File: src/rtl/encryptor_pkg.sv
// ----------------------------------------------------------------------------
// encryptor_pkg
//   Shared constants and types for the encryptor datapath and its
//   block serializer.
//   Contents:
//     BLOCK_BYTES    - bytes per 64-bit block
//     LAST_BYTE_IDX  - byte count value of the final block byte
//     CRC8_POLY      - CRC-8 polynomial (x^8 + x^2 + x + 1)
//     CRC8_INIT      - CRC-8 initial value
//     ser_state_e    - serializer FSM state encoding
// ----------------------------------------------------------------------------
package encryptor_pkg;

  localparam int          BLOCK_BYTES   = 8;
  localparam logic [2:0]  LAST_BYTE_IDX = 3'(BLOCK_BYTES - 1);
  localparam logic [7:0]  CRC8_POLY     = 8'h07;
  localparam logic [7:0]  CRC8_INIT     = 8'h00;

  typedef enum logic [1:0] {
    SER_IDLE = 2'd0,
    SER_ACK  = 2'd1,
    SER_SEND = 2'd2,
    SER_CRC  = 2'd3
  } ser_state_e;

endpackage : encryptor_pkg

File: src/rtl/crc8_update.sv
// ----------------------------------------------------------------------------
// crc8_update
//   Combinational CRC-8 step: folds one data byte (MSB first) into the
//   running CRC. Polynomial CRC8_POLY, no reflection, no output xor.
//   Ports:
//     crc_i  [7:0] - current CRC value
//     data_i [7:0] - byte being absorbed
//     crc_o  [7:0] - CRC after absorbing data_i
// ----------------------------------------------------------------------------
module crc8_update
  import encryptor_pkg::*;
(
  input  logic [7:0] crc_i,
  input  logic [7:0] data_i,
  output logic [7:0] crc_o
);

  logic [7:0] work;

  // Xoring the whole byte in first and then running eight shift steps is
  // equivalent to feeding the byte bit by bit into the register.
  always_comb begin
    work = crc_i ^ data_i;
    for (int i = 0; i < 8; i++) begin
      if (work[7]) begin
        work = {work[6:0], 1'b0} ^ CRC8_POLY;
      end else begin
        work = {work[6:0], 1'b0};
      end
    end
    crc_o = work;
  end

endmodule : crc8_update

File: src/rtl/trans_block_serializer.sv
// ----------------------------------------------------------------------------
// trans_block_serializer
//   Takes finished 64-bit blocks from encryptor_core through a four-phase
//   trans_data_ready / handshake_ack handshake and streams each block
//   MSB byte first over a valid/ready byte interface.
//
//   Build option: define SERIALIZER_CRC8_EN to append a CRC-8 trailer byte
//   (poly 0x07, init 0x00) computed over the 8 block bytes in send order.
//
//   Ports:
//     clk               in      - system clock, rising edge
//     n_rst             in      - asynchronous active-low reset
//     trans_data        in  64  - block from the core, valid with request
//     trans_data_ready  in      - core request, level, held until acked
//     handshake_ack     out     - block latched; high while in ACK
//     tx_byte           out 8   - outgoing byte
//     tx_valid          out     - tx_byte valid
//     tx_ready          in      - downstream accepts on valid && ready
//     tx_last           out     - marks final byte of the block
//     busy              out     - serializer not idle
// ----------------------------------------------------------------------------
module trans_block_serializer
  import encryptor_pkg::*;
(
  input  logic        clk,
  input  logic        n_rst,
  input  logic [63:0] trans_data,
  input  logic        trans_data_ready,
  output logic        handshake_ack,
  output logic [7:0]  tx_byte,
  output logic        tx_valid,
  input  logic        tx_ready,
  output logic        tx_last,
  output logic        busy
);

  ser_state_e  state_q, state_d;
  logic [63:0] shift_q, shift_d;
  logic [2:0]  count_q, count_d;

`ifdef SERIALIZER_CRC8_EN
  logic [7:0]  crc_q, crc_d;
  logic [7:0]  crc_next;

  // The byte on the wire is always shift_q[63:56], so the CRC can be
  // advanced from it directly on every accept.
  crc8_update u_crc8_update (
    .crc_i  (crc_q),
    .data_i (shift_q[63:56]),
    .crc_o  (crc_next)
  );
`endif

  // --------------------------------------------------------------------------
  // State register
  // --------------------------------------------------------------------------
  always_ff @(posedge clk or negedge n_rst) begin
    if (!n_rst) begin
      state_q <= SER_IDLE;
      shift_q <= '0;
      count_q <= '0;
`ifdef SERIALIZER_CRC8_EN
      crc_q   <= CRC8_INIT;
`endif
    end else begin
      state_q <= state_d;
      shift_q <= shift_d;
      count_q <= count_d;
`ifdef SERIALIZER_CRC8_EN
      crc_q   <= crc_d;
`endif
    end
  end

  // --------------------------------------------------------------------------
  // Next-state logic
  // In SEND and CRC tx_valid is always high, so tx_ready alone is an accept.
  // --------------------------------------------------------------------------
  always_comb begin
    state_d = state_q;
    shift_d = shift_q;
    count_d = count_q;
`ifdef SERIALIZER_CRC8_EN
    crc_d   = crc_q;
`endif
    case (state_q)
      SER_IDLE: begin
        if (trans_data_ready) begin
          state_d = SER_ACK;
          shift_d = trans_data;
          count_d = '0;
`ifdef SERIALIZER_CRC8_EN
          crc_d   = CRC8_INIT;
`endif
        end
      end

      // Four-phase: wait for the core to drop its request before sending.
      SER_ACK: begin
        if (!trans_data_ready) begin
          state_d = SER_SEND;
        end
      end

      SER_SEND: begin
        if (tx_ready) begin
          shift_d = {shift_q[55:0], 8'h00};
          count_d = count_q + 3'd1;
`ifdef SERIALIZER_CRC8_EN
          crc_d   = crc_next;
`endif
          if (count_q == LAST_BYTE_IDX) begin
`ifdef SERIALIZER_CRC8_EN
            state_d = SER_CRC;
`else
            state_d = SER_IDLE;
`endif
          end
        end
      end

      SER_CRC: begin
`ifdef SERIALIZER_CRC8_EN
        if (tx_ready) begin
          state_d = SER_IDLE;
        end
`else
        state_d = SER_IDLE;
`endif
      end

      default: state_d = SER_IDLE;
    endcase
  end

  // --------------------------------------------------------------------------
  // Output decode (registers only, no input-to-output paths)
  // --------------------------------------------------------------------------
  always_comb begin
    handshake_ack = 1'b0;
    tx_byte       = 8'h00;
    tx_valid      = 1'b0;
    tx_last       = 1'b0;
    busy          = (state_q != SER_IDLE);
    case (state_q)
      SER_ACK: begin
        handshake_ack = 1'b1;
      end
      SER_SEND: begin
        tx_valid = 1'b1;
        tx_byte  = shift_q[63:56];
`ifndef SERIALIZER_CRC8_EN
        tx_last  = (count_q == LAST_BYTE_IDX);
`endif
      end
      SER_CRC: begin
`ifdef SERIALIZER_CRC8_EN
        tx_valid = 1'b1;
        tx_byte  = crc_q;
        tx_last  = 1'b1;
`endif
      end
      default: begin
      end
    endcase
  end

endmodule : trans_block_serializer
File: config.mk
export PLATFORM = sky130hd
export DESIGN_NAME = trans_block_serializer
export DESIGN_NICKNAME = d
export VERILOG_FILES = /design/src/rtl/encryptor_pkg.sv /design/src/rtl/crc8_update.sv /design/src/rtl/trans_block_serializer.sv
export SDC_FILE = /design/constraint.sdc
export NUM_CORES = 1
export LEC_CHECK = 0
export CORE_ASPECT_RATIO = 0.5
export CORE_MARGIN = 8
export CORE_UTILIZATION = 25
export CTS_CLUSTER_DIAMETER = 120
export DETAILED_ROUTE_END_ITERATION = 8
export PLACE_DENSITY = 0.43
export RECOVER_POWER = 100
export SYNTH_ARGS = -nofsm -noshare
export SYNTH_HDL_FRONTEND = slang
export SYNTH_HIERARCHICAL = 1
export SYNTH_SLANG_ARGS = --single-unit
File: constraint.sdc
create_clock -name clk -period 1.6 [get_ports clk]
set_input_delay 0.32 -clock clk [delete_from_list [all_inputs] [get_ports clk]]
set_output_delay 0.32 -clock clk [all_outputs]
set_load 0.01 [all_outputs]
==> results of run 1 <==
==> sequential cells by signal (all words and copies together), names as in the netlist <==
signal / count
count_q: 3
shift_q: 64
state_q: 2
==> power groups by stage <==
stage / Clock (mW) / Sequential (mW) / Combinational (mW)
5_1_grt: 2.41 / 3.22 / 5.63
3_3_place_gp: 0 / 3.08 / 3.25
2_1_floorplan: 0 / 2.93 / 2.31
6_report: 2.27 / 3.12 / 5.27
3_5_place_dp: 0 / 3.08 / 3.33
4_1_cts: 2.35 / 3.10 / 4.69
==> metrics by stage <==
stage	worst slack [ns]	TNS, ns
2_1_floorplan	0.00135	0
3_3_place_gp	-0.277	-17.10
3_5_place_dp	-0.294	-17.64
4_1_cts	-0.0928	-2.69
5_1_grt	-0.155	-8.63
6_report	-0.0926	-3.05
==> worst max-delay path, cell delays in order, from the launching register on <==
cell	delay [ns]
dfrtp_1	0.41
nor2b_4	0.14
buf_6	0.12
buf_12	0.12
buf_6	0.12
buf_6	0.11
mux2_4	0.29
mux2_4	0.26
==> how the worst min path moves through the flow <==
stage                       startpoint                       to  slack, ns  cells past startpoint
6_report                         n_rst   shift_q[7]$_DFFE_PN0P_       0.49                      2
5_1_grt        shift_q[22]$_DFFE_PN0P_  shift_q[22]$_DFFE_PN0P_       0.52                      1
3_3_place_gp                     n_rst   state_q[1]$_DFFE_PN0P_       0.22                      1
2_1_floorplan                    n_rst   count_q[0]$_DFFE_PN0P_       0.02                      0
4_1_cts                          n_rst   shift_q[7]$_DFFE_PN0P_       0.42                      2
3_5_place_dp                     n_rst   state_q[1]$_DFFE_PN0P_       0.22                      1
==> cells by family (layout without fill, tap and decap cells) <==
| group | Yosys count | count (layout) |
|---|---|---|
| compound gates | 11 | 11 |
| fa+ha+maj | 2 | 2 |
| buf+inv | 18 | 142 |
| flops | 69 | 69 |
| mux | 115 | 115 |
| simple gates | 19 | 19 |
==> area by class of cell <==
class	count	area, sq um
multi-input combinational	147	1900
clock buffer	10	229
timing repair buffer	122	1400
sequential	69	1730
tap	176	220
inverter	4	15.0
clock inverter	6	111
fill	1237	7800
==> repair_timing <==
action	4_1_cts	5_1_grt
endpoints found under the hold margin	17	0
setup buffers	9	2
hold buffers	1	0
resized for setup	147	27
cloned	4	8
pin swaps	9	1
setup endpoints to repair	55	69
==> synthesized netlist by cell type <==
master	count	area share, %
buf_4	2	0.44
a21o_1	1	0.22
dfrtp_1	69	51
buf_2	4	0.59
and2_1	9	1.7
mux2_2	58	19
buf_6	7	2.3
nand2_1	4	0.44
nor2_1	1	0.11
a21oi_2	1	0.26
a22o_1	9	2.3
mux2_1	55	18
nand2b_4	1	0.41
or2_2	1	0.18
mux2i_1	2	0.59
inv_1	4	0.44
clkbuf_1	1	0.11
nor2b_1	3	0.55
ha_1	2	0.74
==> layer usage <==
layer	up-vias	global-route usage (%)
met1	1171	14.8
met3	5	2.82
met4	0	3.22
met5	-	0
met2	41	15.9
li1	1083	-
==> impl_metrics.yaml, run 1 <==
run_status:
  status: "complete, but fails checks"
  violations: "negative setup slack"
sta:
  finalCritPeriodShare_pct: 106
  period_minus_slack_ns: 1.69
  slew_viol_final: 0
  rsz0062_at_grt: "yes"
  hold_ws_ns: 0.491
  max-slew-margin-rel_pct: 65.2
  setup_viol: 64
  worstMarginPinSlew_ns: 0.522
  fin_worst_skew_ns: 0.00529
  setup_ws_ns: -0.0926
  finalHoldViolCount: 0
  clock.fmax_mhz: 591
place:
  port_buffers: 79
  dpl.hpwl_microns: 5950
  post_dp_cell_area_sq_um: 4510
  gp_congestion: 0.675
  dp.cells: 496
clock_network:
  clock_path_buffers: 2
  cts_tree: "yes"
  cts.sinks: 69
  htreeDepth: 3
  cts_buffers: 9
  clockRootBuffer: "clkbuf_16"
  clock_latency_ns: 0.32
  clkTransAtPathRegs_ns: 0.06
setup_path:
  critPathCapture: "shift_q[38]$_DFFE_PN0P_"
  end_kind: "flip-flop"
  r2r-start: "state_q[0]$_DFFE_PN0P_"
  reg2regPathDepth: 7
  reg2reg_setup_slack_ns: -0.09
  crit_type: "reg -> reg"
  regToRegEndpoint: "shift_q[38]$_DFFE_PN0P_"
  crit_start: "state_q[0]$_DFFE_PN0P_"
  worstPathRequired_ns: 1.81
  worstPathMaxFanout: 8
  critPathLaunchType: "flip-flop"
  cp.arrival_ns: 1.90
logic_synthesis:
  ys_types: 19
  synth_top_family_by_area: "multiplexers"
  yosysWarnings: 6
  synthMuxAreaShare_pct: 38.2
  synthXorXnorAreaFrac_pct: 0
  synth_compound_area_share_pct: 2.81
  synth_fa_ha_area_share_pct: 0.739
  syn_avg_cell_area_sq_um: 14.5
  syn-instance-count: 234
  synth-seq-area-share_pct: 51.0
  yosys.area_share.simple_pct: 3.36
  synth-seq-cells: 69
  netlist_area_sq_um: 3390
  synthesis.nets: 304
route:
  wl_per_cell_microns: 18.4
  met3_length_microns: 332
  wirelength_microns: 9850
  drc: 0
  via_count: 2300
  ant_nets: 0
  dr.pass1.iters: 4
  routed.top_layer: "met4"
  wirelength_met1_microns: 5070
  route.met2.wl_microns: 4390
  drt_iter0_markers: 49
  routed_via_density: 4.31
pwr:
  power_mw: 10.7
  netSwitchingPower_mw: 2.99
  powerDensity_nw_per_um2: 1900
  power_leakage_nw: 2.51
  clkPwrFrac_pct: 21.3
  p_sw_share_pct: 28.1
  power_frac_seq_pct: 29.3
  internal_power_mw: 7.67
  pwr-share-comb_pct: 49.5
  peakVddDrop_uv: 722
job:
  maxCapViolCount: 0
global_route:
  track_usage_pct: 10.6
  grt_pass1_vias: 2524
  grt_first_pass_wirelength_microns: 14600
  grt_max_degree: 37
  antenna_found_initial: 0
  gr-total-overflow: 0
floorplan:
  num_rows: 30
  core_sq_um: 13400
  io_pins: 80
  start_util_pct: 25.3
  chipHeight_microns: 98.3
  die_x_microns: 181
  dieArea_sq_um: 17700
finish:
  fin_util_pct: 41.8
  layoutNonFillerInstCount: 534
  areaGrowthSynthToFinish_pct: 65.3
  final_common_cell: "mux2_4"
  stdcell_area_sq_um: 5600
  nets: 423
  drive_gt1_share_pct: 51.1
  final_cell_mix: "mux2_4, dfrtp_1, clkdlybuf4s50_1"
  antennaDiodeCount: 0
worst_hold_path:
  holdCritPathClass: "in -> async"
(Power assumes the default switching activity.)
==> inputs of run 2 (changes only) <==
--- a/config.mk
+++ b/config.mk
@@ -12,6 +12,7 @@
 export DETAILED_ROUTE_END_ITERATION = 8
 export PLACE_DENSITY = 0.43
 export RECOVER_POWER = 100
+export SLEW_MARGIN = 30
 export SYNTH_ARGS = -nofsm -noshare
 export SYNTH_HDL_FRONTEND = slang
 export SYNTH_HIERARCHICAL = 1
==> results of run 2 <==
Final layout, timing and power as in run 1 (identical DEF).
==> inputs of run 3 (changes only) <==
--- a/config.mk
+++ b/config.mk
@@ -10,8 +10,8 @@
 export CORE_UTILIZATION = 25
 export CTS_CLUSTER_DIAMETER = 120
 export DETAILED_ROUTE_END_ITERATION = 8
+export GPL_TIMING_DRIVEN = 0
 export PLACE_DENSITY = 0.43
-export RECOVER_POWER = 100
 export SLEW_MARGIN = 30
 export SYNTH_ARGS = -nofsm -noshare
 export SYNTH_HDL_FRONTEND = slang
==> run 3 against run 2 <==
The run still ends with negative setup slack left. Register-to-register slack worse by 0.06 ns. Worst hold slack worse by 0.050 ns. Sequential share of layout area is 2.0 points higher. Total power down 9.3%. Clock skew is 0.0037 ns higher. Die area stayed put. Highest routed layer unchanged.
==> impl_metrics.yaml, run 3 (same netlist as run 1, synthesis figures left out) <==
sta:
  fin_tns_setup_ns: -7.81
  hold_ws_ns: 0.440
  period_minus_slack_ns: 1.76
  clock.fmax_mhz: 568
  slew_viol_final: 0
  max-slew-margin-rel_pct: 72.1
  finalCritPeriodShare_pct: 110
  finalHoldViolCount: 0
  setup_viol: 70
  rsz0062_at_grt: "yes"
  fin_worst_skew_ns: 0.00895
  worstMarginPinSlew_ns: 0.418
  setup_ws_ns: -0.160
clock_network:
  cts.sinks: 69
  clkTransAtPathRegs_ns: 0.06
  clock_latency_ns: 0.33
  clockRootBuffer: "clkbuf_16"
  cts_buffers: 9
  htreeDepth: 3
  cts_tree: "yes"
  clock_path_buffers: 2
place:
  dpl.hpwl_microns: 6310
  dp_slack_ns: -0.818
  gp_congestion: 0.665
  port_buffers: 79
global_route:
  grt_max_degree: 47
  grt_pass1_vias: 2528
  antenna_found_initial: 0
  use_met2_pct: 17.0
  track_usage_pct: 10.4
  gr-total-overflow: 0
  grtUsageMet3_pct: 2.93
  grt_first_pass_wirelength_microns: 14400
  met1_usage_pct: 13.1
  grt-busiest-layer: "met2"
setup_path:
  end_kind: "output port"
  crit_start: "state_q[0]$_DFFE_PN0P_"
  crit_type: "reg -> out"
  critPathLaunchType: "flip-flop"
  reg2regPathDepth: 6
  worstPathMaxFanout: 5
  slowest_stage: "dfrtp_2"
  crit_chain: "nor2b_4 > buf_8 > clkbuf_16 > and2_4 > buf_6"
  r2r-start: "state_q[1]$_DFFE_PN0P_"
  max_stage_delay_ns: 0.44
  cp.arrival_ns: 1.44
  worstPathRequired_ns: 1.28
floorplan:
  die_x_microns: 181
  start_util_pct: 25.3
  core_sq_um: 13400
  num_rows: 30
  dieArea_sq_um: 17700
  chipHeight_microns: 98.3
  io_pins: 80
finish:
  fillers: 1236
  antennaDiodeCount: 0
  reg_top3: "shift_q (64), count_q (3), state_q (2)"
  largest_reg_flops: 64
  areaGrowthSynthToFinish_pct: 55.3
  nets: 412
  fin_util_pct: 39.2
  largest_register: "shift_q"
  final_common_cell: "dfrtp_1"
  final_cell_mix: "dfrtp_1, clkdlybuf4s50_1, mux2_1"
  drive_gt1_share_pct: 38.3
route:
  drt_iter0_markers: 66
  wl_per_cell_microns: 17.5
  wirelength_microns: 9160
  drc: 0
  via_count: 2235
  routed_via_density: 4.27
  ant_nets: 0
  dr.pass1.iters: 4
worst_hold_path:
  holdCritPathClass: "in -> async"
pwr:
  power_mw: 9.66
  powerDensity_nw_per_um2: 1840
  peakVddDrop_uv: 603
  power_leakage_nw: 2.25
run_status:
  violations: "negative setup slack"
  status: "complete, but fails checks"
job:
  maxCapViolCount: 0
## run 3: worst max-delay path: cells and delay by family, from the launching register on
family | cells | cell delay (ns)
buffers and inverters | 3 | 0.36
flip-flops | 1 | 0.44
AND/OR/NAND/NOR | 2 | 0.30
## run 3: metal layers
metal,up-vias,share of wire [%]
met5,-,0
met4,0,1.1
met3,8,3.2
met2,40,48
met1,1131,47
li1,1056,-
## run 3: power breakdown
group | switching, mW | total, mW | internal, mW
clock network | 0.803 | 2.18 | 1.37
logic | 1.50 | 4.37 | 2.87
registers | 0.492 | 3.12 | 2.62
## run 3: final timing paths
check / to / slack (ns)
setup / recovery: tx_byte[7] / -0.16
min in group clk: shift_q[33]$_DFFE_PN0P_ / 0.51
hold reg to reg: shift_q[33]$_DFFE_PN0P_ / 0.51
hold / removal: shift_q[5]$_DFFE_PN0P_ / 0.44
setup reg to reg: shift_q[38]$_DFFE_PN0P_ / -0.15
max in group asynchronous: shift_q[41]$_DFFE_PN0P_ / 0.61
## run 3: metrics by stage
stage	area (sq um)	cells
3_5_place_dp	4420	490
4_1_cts	4850	512
5_1_grt	5260	523
6_report	5260	523
2_1_floorplan	3390	234
3_3_place_gp	4400	489
## run 3: area by class of cell
type	instances	area, sq um	area share [%]
sequential	69	1730	32.9
multi-input combinational	147	1660	31.6
timing repair buffer	98	1090	20.8
clock buffer	9	225	4.28
tap	176	220	4.19
buffer	13	218	4.14
clock inverter	7	98.8	1.88
inverter	4	15.0	0.286
## run 3: timing repair
action / CTS / global route
hold buffers: 1 / 0
buffers inserted: 5 / 7
pin swaps: 2 / 7
endpoints found under the hold margin: 23 / 0
resized for setup: 63 / 70
endpoints found under the setup margin: 69 / 75
cloned: 2 / 4
